$ cat src/rtl/avalon_host_pkg.sv
// Shared state encoding and bus constants for the Avalon host word-copy engine.
package avalon_host_pkg;

    localparam int         BYTES_PER_WORD = 4;
    localparam logic [3:0] BYTEENABLE_ALL = 4'hF;

    typedef enum logic [2:0] {
        IDLE    = 3'd0,
        RD_REQ  = 3'd1,
        RD_WAIT = 3'd2,
        WR_REQ  = 3'd3,
        DONE    = 3'd4
    } copy_state_t;

endpackage

$ cat src/rtl/avalon_if.sv
// Avalon-MM bundle; the host modport is the view the copy engine drives.
interface avalon_if #(
    parameter int BURSTCOUNT_W = 4
);

    logic                    clk;
    logic                    reset;
    logic [31:0]             address;
    logic                    read;
    logic                    write;
    logic [31:0]             writedata;
    logic [3:0]              byteenable;
    logic [BURSTCOUNT_W-1:0] burstcount;
    logic [31:0]             readdata;
    logic                    readdatavalid;
    logic                    waitrequest;

    modport host (
        input  clk,
        input  reset,
        input  readdata,
        input  readdatavalid,
        input  waitrequest,
        output address,
        output read,
        output write,
        output writedata,
        output byteenable,
        output burstcount
    );

endinterface

$ cat src/rtl/avalon_host_checksum.sv
// Running 32-bit sum of the words read by the copy engine; cleared when a copy is accepted.
module avalon_host_checksum
    import avalon_host_pkg::*;
(
    input  logic        clk,
    input  logic        reset,
    input  logic        clear,
    input  logic        add_en,
    input  logic [31:0] data,
    output logic [31:0] sum
);

    always_ff @(posedge clk) begin
        if (reset) begin
            sum <= '0;
        end else if (clear) begin
            sum <= '0;
        end else if (add_en) begin
            sum <= sum + data;
        end
    end

endmodule

$ cat src/rtl/avalon_host_copy.sv
// Single-word-at-a-time Avalon-MM copy engine: read a word, write it, repeat len times.
// Define AVALON_HOST_CHECKSUM_EN to build the running checksum of copied words.
module avalon_host_copy
    import avalon_host_pkg::*;
#(
    parameter int LEN_W        = 16,
    parameter int BURSTCOUNT_W = 4
) (
    avalon_if.host            avalon_h,
    input  logic              start,
    input  logic [31:0]       src_addr,
    input  logic [31:0]       dst_addr,
    input  logic [LEN_W-1:0]  len,
    output logic              busy,
    output logic              done,
    output logic [31:0]       checksum
);

    localparam logic [2:0]  S_IDLE    = 3'(IDLE);
    localparam logic [2:0]  S_RD_REQ  = 3'(RD_REQ);
    localparam logic [2:0]  S_RD_WAIT = 3'(RD_WAIT);
    localparam logic [2:0]  S_WR_REQ  = 3'(WR_REQ);
    localparam logic [2:0]  S_DONE    = 3'(DONE);
    localparam logic [31:0] STEP      = 32'(BYTES_PER_WORD);

    logic [2:0]       state;
    logic [31:0]      src_ptr;
    logic [31:0]      dst_ptr;
    logic [LEN_W-1:0] remaining;

    assign avalon_h.byteenable = BYTEENABLE_ALL;
    assign avalon_h.burstcount = BURSTCOUNT_W'(1);

    // Requests are raised on the transition into RD_REQ/WR_REQ so read, write and
    // address come straight from flops and stay put until the agent accepts them.
    always_ff @(posedge avalon_h.clk) begin
        if (avalon_h.reset) begin
            state              <= S_IDLE;
            src_ptr            <= '0;
            dst_ptr            <= '0;
            remaining          <= '0;
            busy               <= 1'b0;
            done               <= 1'b0;
            avalon_h.read      <= 1'b0;
            avalon_h.write     <= 1'b0;
            avalon_h.address   <= '0;
            avalon_h.writedata <= '0;
        end else begin
            case (state)
                S_IDLE: begin
                    done <= 1'b0;
                    if (start) begin
                        src_ptr   <= src_addr;
                        dst_ptr   <= dst_addr;
                        remaining <= len;
                        busy      <= 1'b1;
                        if (len == '0) begin
                            state <= S_DONE;
                        end else begin
                            state            <= S_RD_REQ;
                            avalon_h.read    <= 1'b1;
                            avalon_h.address <= src_addr;
                        end
                    end
                end
                S_RD_REQ: begin
                    if (!avalon_h.waitrequest) begin
                        avalon_h.read <= 1'b0;
                        state         <= S_RD_WAIT;
                    end
                end
                S_RD_WAIT: begin
                    if (avalon_h.readdatavalid) begin
                        avalon_h.writedata <= avalon_h.readdata;
                        avalon_h.write     <= 1'b1;
                        avalon_h.address   <= dst_ptr;
                        state              <= S_WR_REQ;
                    end
                end
                S_WR_REQ: begin
                    if (!avalon_h.waitrequest) begin
                        avalon_h.write <= 1'b0;
                        src_ptr        <= src_ptr + STEP;
                        dst_ptr        <= dst_ptr + STEP;
                        remaining      <= remaining - LEN_W'(1);
                        if (remaining == LEN_W'(1)) begin
                            state <= S_DONE;
                        end else begin
                            state            <= S_RD_REQ;
                            avalon_h.read    <= 1'b1;
                            avalon_h.address <= src_ptr + STEP;
                        end
                    end
                end
                S_DONE: begin
                    done  <= 1'b1;
                    busy  <= 1'b0;
                    state <= S_IDLE;
                end
                default: begin
                    state <= S_IDLE;
                end
            endcase
        end
    end

`ifdef AVALON_HOST_CHECKSUM_EN
    logic sum_clear;
    logic sum_add;

    assign sum_clear = (state == S_IDLE) && start;
    assign sum_add   = (state == S_RD_WAIT) && avalon_h.readdatavalid;

    avalon_host_checksum u_checksum (
        .clk    (avalon_h.clk),
        .reset  (avalon_h.reset),
        .clear  (sum_clear),
        .add_en (sum_add),
        .data   (avalon_h.readdata),
        .sum    (checksum)
    );
`else
    assign checksum = '0;
`endif

endmodule

$ cat src/flat_wrapper.sv
// flat-port wrapper written by rule: the top's interface ports become plain ports
module avalon_host_copy_flat import avalon_host_pkg::*;
#(
    parameter int LEN_W        = 16,
    parameter int BURSTCOUNT_W = 4
)
  (start, src_addr, dst_addr, len, busy, done, checksum, avalon_h_clk, avalon_h_reset, avalon_h_readdata, avalon_h_readdatavalid, avalon_h_waitrequest, avalon_h_address, avalon_h_read, avalon_h_write, avalon_h_writedata, avalon_h_byteenable, avalon_h_burstcount);
  avalon_if #(.BURSTCOUNT_W(BURSTCOUNT_W)) avalon_h_i ();
  input  logic start;
  input  logic [31:0] src_addr;
  input  logic [31:0] dst_addr;
  input  logic [LEN_W-1:0] len;
  output logic busy;
  output logic done;
  output logic [31:0] checksum;
  input wire logic [$bits(avalon_h_i.clk)-1:0] avalon_h_clk;
  input wire logic [$bits(avalon_h_i.reset)-1:0] avalon_h_reset;
  input wire logic [$bits(avalon_h_i.readdata)-1:0] avalon_h_readdata;
  input wire logic [$bits(avalon_h_i.readdatavalid)-1:0] avalon_h_readdatavalid;
  input wire logic [$bits(avalon_h_i.waitrequest)-1:0] avalon_h_waitrequest;
  output wire logic [$bits(avalon_h_i.address)-1:0] avalon_h_address;
  output wire logic [$bits(avalon_h_i.read)-1:0] avalon_h_read;
  output wire logic [$bits(avalon_h_i.write)-1:0] avalon_h_write;
  output wire logic [$bits(avalon_h_i.writedata)-1:0] avalon_h_writedata;
  output wire logic [$bits(avalon_h_i.byteenable)-1:0] avalon_h_byteenable;
  output wire logic [$bits(avalon_h_i.burstcount)-1:0] avalon_h_burstcount;
  assign avalon_h_i.clk = avalon_h_clk;
  assign avalon_h_i.reset = avalon_h_reset;
  assign avalon_h_i.readdata = avalon_h_readdata;
  assign avalon_h_i.readdatavalid = avalon_h_readdatavalid;
  assign avalon_h_i.waitrequest = avalon_h_waitrequest;
  assign avalon_h_address = avalon_h_i.address;
  assign avalon_h_read = avalon_h_i.read;
  assign avalon_h_write = avalon_h_i.write;
  assign avalon_h_writedata = avalon_h_i.writedata;
  assign avalon_h_byteenable = avalon_h_i.byteenable;
  assign avalon_h_burstcount = avalon_h_i.burstcount;
  avalon_host_copy #(.LEN_W(LEN_W), .BURSTCOUNT_W(BURSTCOUNT_W)) u_core (.avalon_h(avalon_h_i), .start(start), .src_addr(src_addr), .dst_addr(dst_addr), .len(len), .busy(busy), .done(done), .checksum(checksum));
endmodule
$ cat config.mk
export PLATFORM = sky130hd
export DESIGN_NAME = avalon_host_copy_flat
export DESIGN_NICKNAME = d
export VERILOG_FILES = /design/src/rtl/avalon_host_pkg.sv /design/src/rtl/avalon_if.sv /design/src/rtl/avalon_host_checksum.sv /design/src/rtl/avalon_host_copy.sv /design/src/flat_wrapper.sv
export SDC_FILE = /design/constraint.sdc
export NUM_CORES = 1
export LEC_CHECK = 0
export BUFFER_PORTS_ARGS = -buffer_cell sky130_fd_sc_hd__buf_2
export CAP_MARGIN = 10
export CORE_MARGIN = 2
export CORE_UTILIZATION = 25
export DETAILED_ROUTE_END_ITERATION = 16
export PLACE_DENSITY = 0.43
export SLEW_MARGIN = 25
export SYNTH_ARGS = -nofsm -noshare
export SYNTH_HDL_FRONTEND = slang
export SYNTH_HIERARCHICAL = 1
export SYNTH_SLANG_ARGS = --single-unit
$ cat constraint.sdc
create_clock -name avalon_h_clk -period 2.29 [get_ports avalon_h_clk]
set_clock_uncertainty 0.05 [all_clocks]
set_input_delay 0.458 -clock avalon_h_clk [delete_from_list [all_inputs] [get_ports avalon_h_clk]]
set_output_delay 0.458 -clock avalon_h_clk [all_outputs]
set_load 0.1 [all_outputs]
### Word level (Yosys, flattened, before mapping)

Index checks and enable logic that the tools add are counted.

* register bits: 151
* bits of input ports: 117
* output and inout port bits: 108
* word-level logic and storage cells: 71

* $add $sub $neg: 3
* eq/ne operators: 11
* muxes and demuxes: 33
* reductions and logical operators: 14

Operators by type and width (number)
* $mux W32: 9
* $pmux W32 S2: 2
* $pmux W32 S3: 1
* $add A32 B3 Y32 const B: 2
* $mux W16: 2
* $pmux W16 S2: 1
* $mux W3: 6
* $eq A16 B1 Y1 const B: 1
* $logic_not A16 Y1: 1
* $sub A16 B1 Y16 const B: 1
* $ne A2 B2 Y1 const B: 6
* $pmux W3 S4: 1
* $reduce_and A6 Y1: 2
* $mux W1: 7
* $eq A3 B2 Y1 const B: 2
* $pmux W1 S2: 3
* $reduce_and A3 Y1: 2
* $reduce_bool A2 Y1: 3
* $reduce_bool A3 Y1: 2
* $reduce_and A2 Y1: 2
* $reduce_and A4 Y1: 1
* $eq A3 B1 Y1 const B: 1
* $eq A3 B3 Y1 const B: 1
* $logic_not A3 Y1: 1
* $pmux W1 S3: 1

### Longest topological paths before layout

* word-level depth: 4
* gate-level depth with buffers: 9

### Worst setup path before layout

No wires, ideal clock.

* path kind: register to register
* start point: register u_core.src_ptr[3]
* end point: register u_core.src_ptr[30]
* library setup time: 95 ps
* arrival: 1861 ps
* data required time: 2145 ps
* setup slack: 283 ps
* stages on the path, launching flop included: 8
* buffers on the path: 0
* period minus slack after synthesis: 2007 ps
* cell sequence: dfxtp_1 > ha_1 > nand2_1 > or4_4 > nor3_1 > xnor2_1 > nand2_1 > a221oi_1

* longest elaborated chain between the ends: 3

Ends and longest elaborated chain
* start, declared: line avalon_host_copy.sv:27 `logic [31:0] src_ptr;`
* start signal, assigned: line avalon_host_copy.sv:53 `src_ptr <= src_addr;`
* start signal, assigned: line avalon_host_copy.sv:83 `src_ptr <= src_ptr + STEP;`
* $add A32 B3 Y32: line avalon_host_copy.sv:83
* $mux W32: line avalon_host_copy.sv:81 `if (!avalon_h.waitrequest) begin`
* $pmux W32 S2: line avalon_host_copy.sv:49 `case (state)`

No other way between the ends. The select of a mux whose other input is x is not followed.
A chain may end at the register's enable or synchronous reset.

### Worst setup path in the final report

* start point: register u_core.remaining[1]
* end point: register u_core.avalon_h.address[4]

* longest elaborated chain between the ends: 3

Ends and longest elaborated chain
* start, declared: line avalon_host_copy.sv:29 `logic [LEN_W-1:0] remaining;`
* start signal, assigned: line avalon_host_copy.sv:55 `remaining <= len;`
* start signal, assigned: line avalon_host_copy.sv:85 `remaining <= remaining - LEN_W'(1);`
* $eq A16 B1 Y1: line avalon_host_copy.sv:86 `if (remaining == LEN_W'(1)) begin`
* $ne A2 B2 Y1 (no line)
* $reduce_and A6 Y1 (no line)
* end signal, assigned: line avalon_host_copy.sv:62 `avalon_h.address <= src_addr;`
* end signal, assigned: line avalon_host_copy.sv:76 `avalon_h.address <= dst_ptr;`
* end signal, assigned: line avalon_host_copy.sv:91 `avalon_h.address <= src_ptr + STEP;`
* end, declared: line avalon_if.sv:24 `output address,`

No other way between the ends.

==> results.md <==
* Hold Crit Start: avalon_h_readdata[20]
* #FFs+latches synth at 151
* Place WS at 0.0657 ns
* CORE AREA at 33,600 µm²
* Final GP Congestion at 0.785
* Highest clock rate at 0.462 GHz
* Io pins at 225
* Setup repair after global routing missed its margin: false
* Die W at 189 µm
* H-tree levels at 4
* Clk slew on worst S/H paths at 0.07 ns
* Longest Clk Path Bufs at 2
* Initial DRC count at 576
* Via count at 8,930
* R2R Path End: u_core/avalon_h.address[4]
* Final ANT Viol Nets at 0
* Ys async rst share at 0%
* Port bufs at 184
* Largest net degree at the start of global routing at 113
* Setup total negative slack at 0 ns
* Main synth FF type: dfxtp_1
* Sw frac at 38.4%
* Total GRT Usage at 17.4%
* Layout fillers at 3,668
* Worst reg2reg path startpoint: u_core/remaining[1]
* Final Hold Vio Count at 0
* Clock Latency Late Sink at 0.44 ns
* Die footprint at 35,600 µm²
* Tightest Pin Transition at 0.708 ns
* First-pass GRT wire length at 48.3 mm
* Initial cell density of the core at 25.4%
* FF-to-FF path depth at 7
* Root buf cell: clkbuf_16
* Synthesis Warnings at 6
* Area leader, netlist: dfxtp_1
* Setup ws final at 0.127 ns
* Synth area leaders: dfxtp_1 (35%), a21oi_1 (8.6%), nand2_1 (7.2%)
* Hold Path End: u_core/avalon_h.writedata[20]
* Distinct cells, synth at 68
* CP Class: reg -> reg
* WL final at 31.8 mm
* Nets at 1,450
* Final instance area at 10,700 µm²
* Fin crit period at 2.16 ns
* Internal reg-to-reg setup slack at 0.13 ns
* Avg Inst Size Synth at 7.38 µm²
* Gate power share at 27.6%
* Via-per-instance ratio at 4.98
* Tcrit/Tclk final at 94.5%
* Min-Delay Path Depth at 3
* Slew Limit Fails at 0
* Fraction of layout cells with a size suffix above 1 at 23.3%
* Hold/Removal Path Class: in -> reg
* Height of the die at 189 µm
* CP Max Fanout at 13
* Max-Cap Viols at 0
* Avg WL per Cell at 17.8 µm
* HPWL Detailed at 22.1 mm
* Most frequent cells in the layout: buf_2 (183), nand2_1 (164), dfxtp_1 (150)
* Crit path capture type: flop
* Gate Count Post-Synth at 1,156
* Internal Power at 5.15 mW
* Row count at 67
* DR pass1 iterations at 5
* Setup violations, final at 0
* Sequential power share at 36.6%
* Worst Path Required at 2.54 ns
* PD cells at 780 nW/µm²
* Status: finished clean
* Leak at 4.32 nW
* Grt total ovfl at 0
* Clock power share at 35.9%
* Placed cell areas at 10,100 µm²
* WP data arrival at 2.41 ns
* Seq/Total Area, Yosys at 35.4%
* Rel. slew slack at 52.8%
* Vias in the first global route at 8,224
* CTS Buf Count at 17
* Commonest non-fill, non-tap cell in the layout: buf_2
* Worst vdd ir at 0.566 mV
* Initial antenna violation count at 2
* Post-synth EDFFs at 0
* Critical path launch point type: flop
* Area share of the largest cell type after synthesis at 35.4%
* Drc violations at 0
* Post-Syn Area at 8540 µm²
* Clock Sinks at 151
* Area grow syn2layout at 25.4%
* CTS tree: yes
* Sw power at 3.20 mW
[registers in the layout, indices dropped and copies added, names as in the netlist, 3 cells and up]
register                   cells
u_core/state                   3
u_core/dst_ptr                32
u_core/avalon_h.address       32
u_core/src_ptr                32
u_core/remaining              16
u_core/avalon_h.writedata     32
[worst max-delay path: stages (launching register included)]
cell,delay (ns)
dfxtp_1,0.37
inv_1,0.08
ha_1,0.18
nor4bb_1,0.15
and4_4,0.20
or4_4,0.64
a211oi_1,0.29
nor3_1,0.07
[power groups by stage]
stage          logic, mW  clock network (mW)  registers (mW)
2_1_floorplan       1.17                   0            3.66
3_3_place_gp        2.30                   0            3.11
3_5_place_dp        2.30                   0            3.11
4_1_cts             2.31                3.07            3.05
5_1_grt             2.46                3.19            3.08
6_report            2.30                2.99            3.05
[area by class of cell]
type / instances / area, µm² / share of cell area [%]
multi-input combinational: 892 / 4900 / 45.8
timing repair buffer: 253 / 1560 / 14.6
clock inverter: 15 / 180 / 1.68
clock buffer: 17 / 425 / 3.97
inverter: 14 / 52.6 / 0.491
tap: 448 / 561 / 5.24
antenna: 2 / 5.00 / 0.0468
sequential: 151 / 3020 / 28.3
[how the worst max path moves through the flow]
stage                              startpoint                           to  depth (start not counted)
after floorplan             u_core/src_ptr[3]           u_core/src_ptr[30]                          7
after global placement                 len[9]  u_core/avalon_h.address[26]                          9
after detailed placement                start         u_core/remaining[15]                          7
after CTS                     u_core/state[0]         u_core/remaining[15]                          7
after global routing        u_core/src_ptr[2]           u_core/src_ptr[30]                          7
final                     u_core/remaining[1]   u_core/avalon_h.address[4]                          7
[synthesized netlist by cell type, drive strengths merged (9+ instances only)]
master    n
a211oi   13
a21oi   148
a221oi   10
a22oi    22
a311oi   10
a31oi    21
and3     20
buf      72
clkbuf   65
dfxtp   151
inv      14
nand2   164
nand3    40
nand4    14
nor2    105
nor3     29
nor4     15
o211ai    9
o21ai   101
o31ai    12
xnor2    15
xor2     11
[logic make-up (layout without fill, tap and decap cells)]
logic type,after synthesis,in the layout,synth area share (%)
and+or+nand+nor,426,426,24.0
other,2,42,0.0880
adders and majority gates,4,4,0.586
xor gates and xnor gates,26,26,2.67
DFF,151,151,35.4
buffers and inverters,151,299,9.06
AOI/OAI and AO/OA,391,391,27.6
muxes,5,5,0.586
[metrics by stage]
stage / std cells / utilization, % / power [mW] / hold slack (ns)
after detailed placement: 1758 / 30.0 / 5.41 / 0.394
after CTS: 1790 / 31.8 / 8.43 / 0.171
after global routing: 1792 / 31.8 / 8.73 / 0.191
after floorplan: 1194 / - / 4.83 / 0.381
after global placement: 1758 / 30.0 / 5.41 / 0.389
final: 1792 / 31.8 / 8.35 / 0.195
[repair_timing]
action | 4_1_cts | 5_1_grt
setup endpoints to repair | 0 | 2
hold buffers | 0 | 0
buffers inserted | 0 | 0
resized for setup | 0 | 3
[per-layer routing]
metal	share of wire (%)	vias to the layer above	GRT usage, %
met5	0	-	0
met3	4.2	33	2.96
met4	1.5	0	5.77
li1	-	4411	-
met1	48	4264	23.9
met2	47	222	27.7
Power figures use the tool's default switching activity.
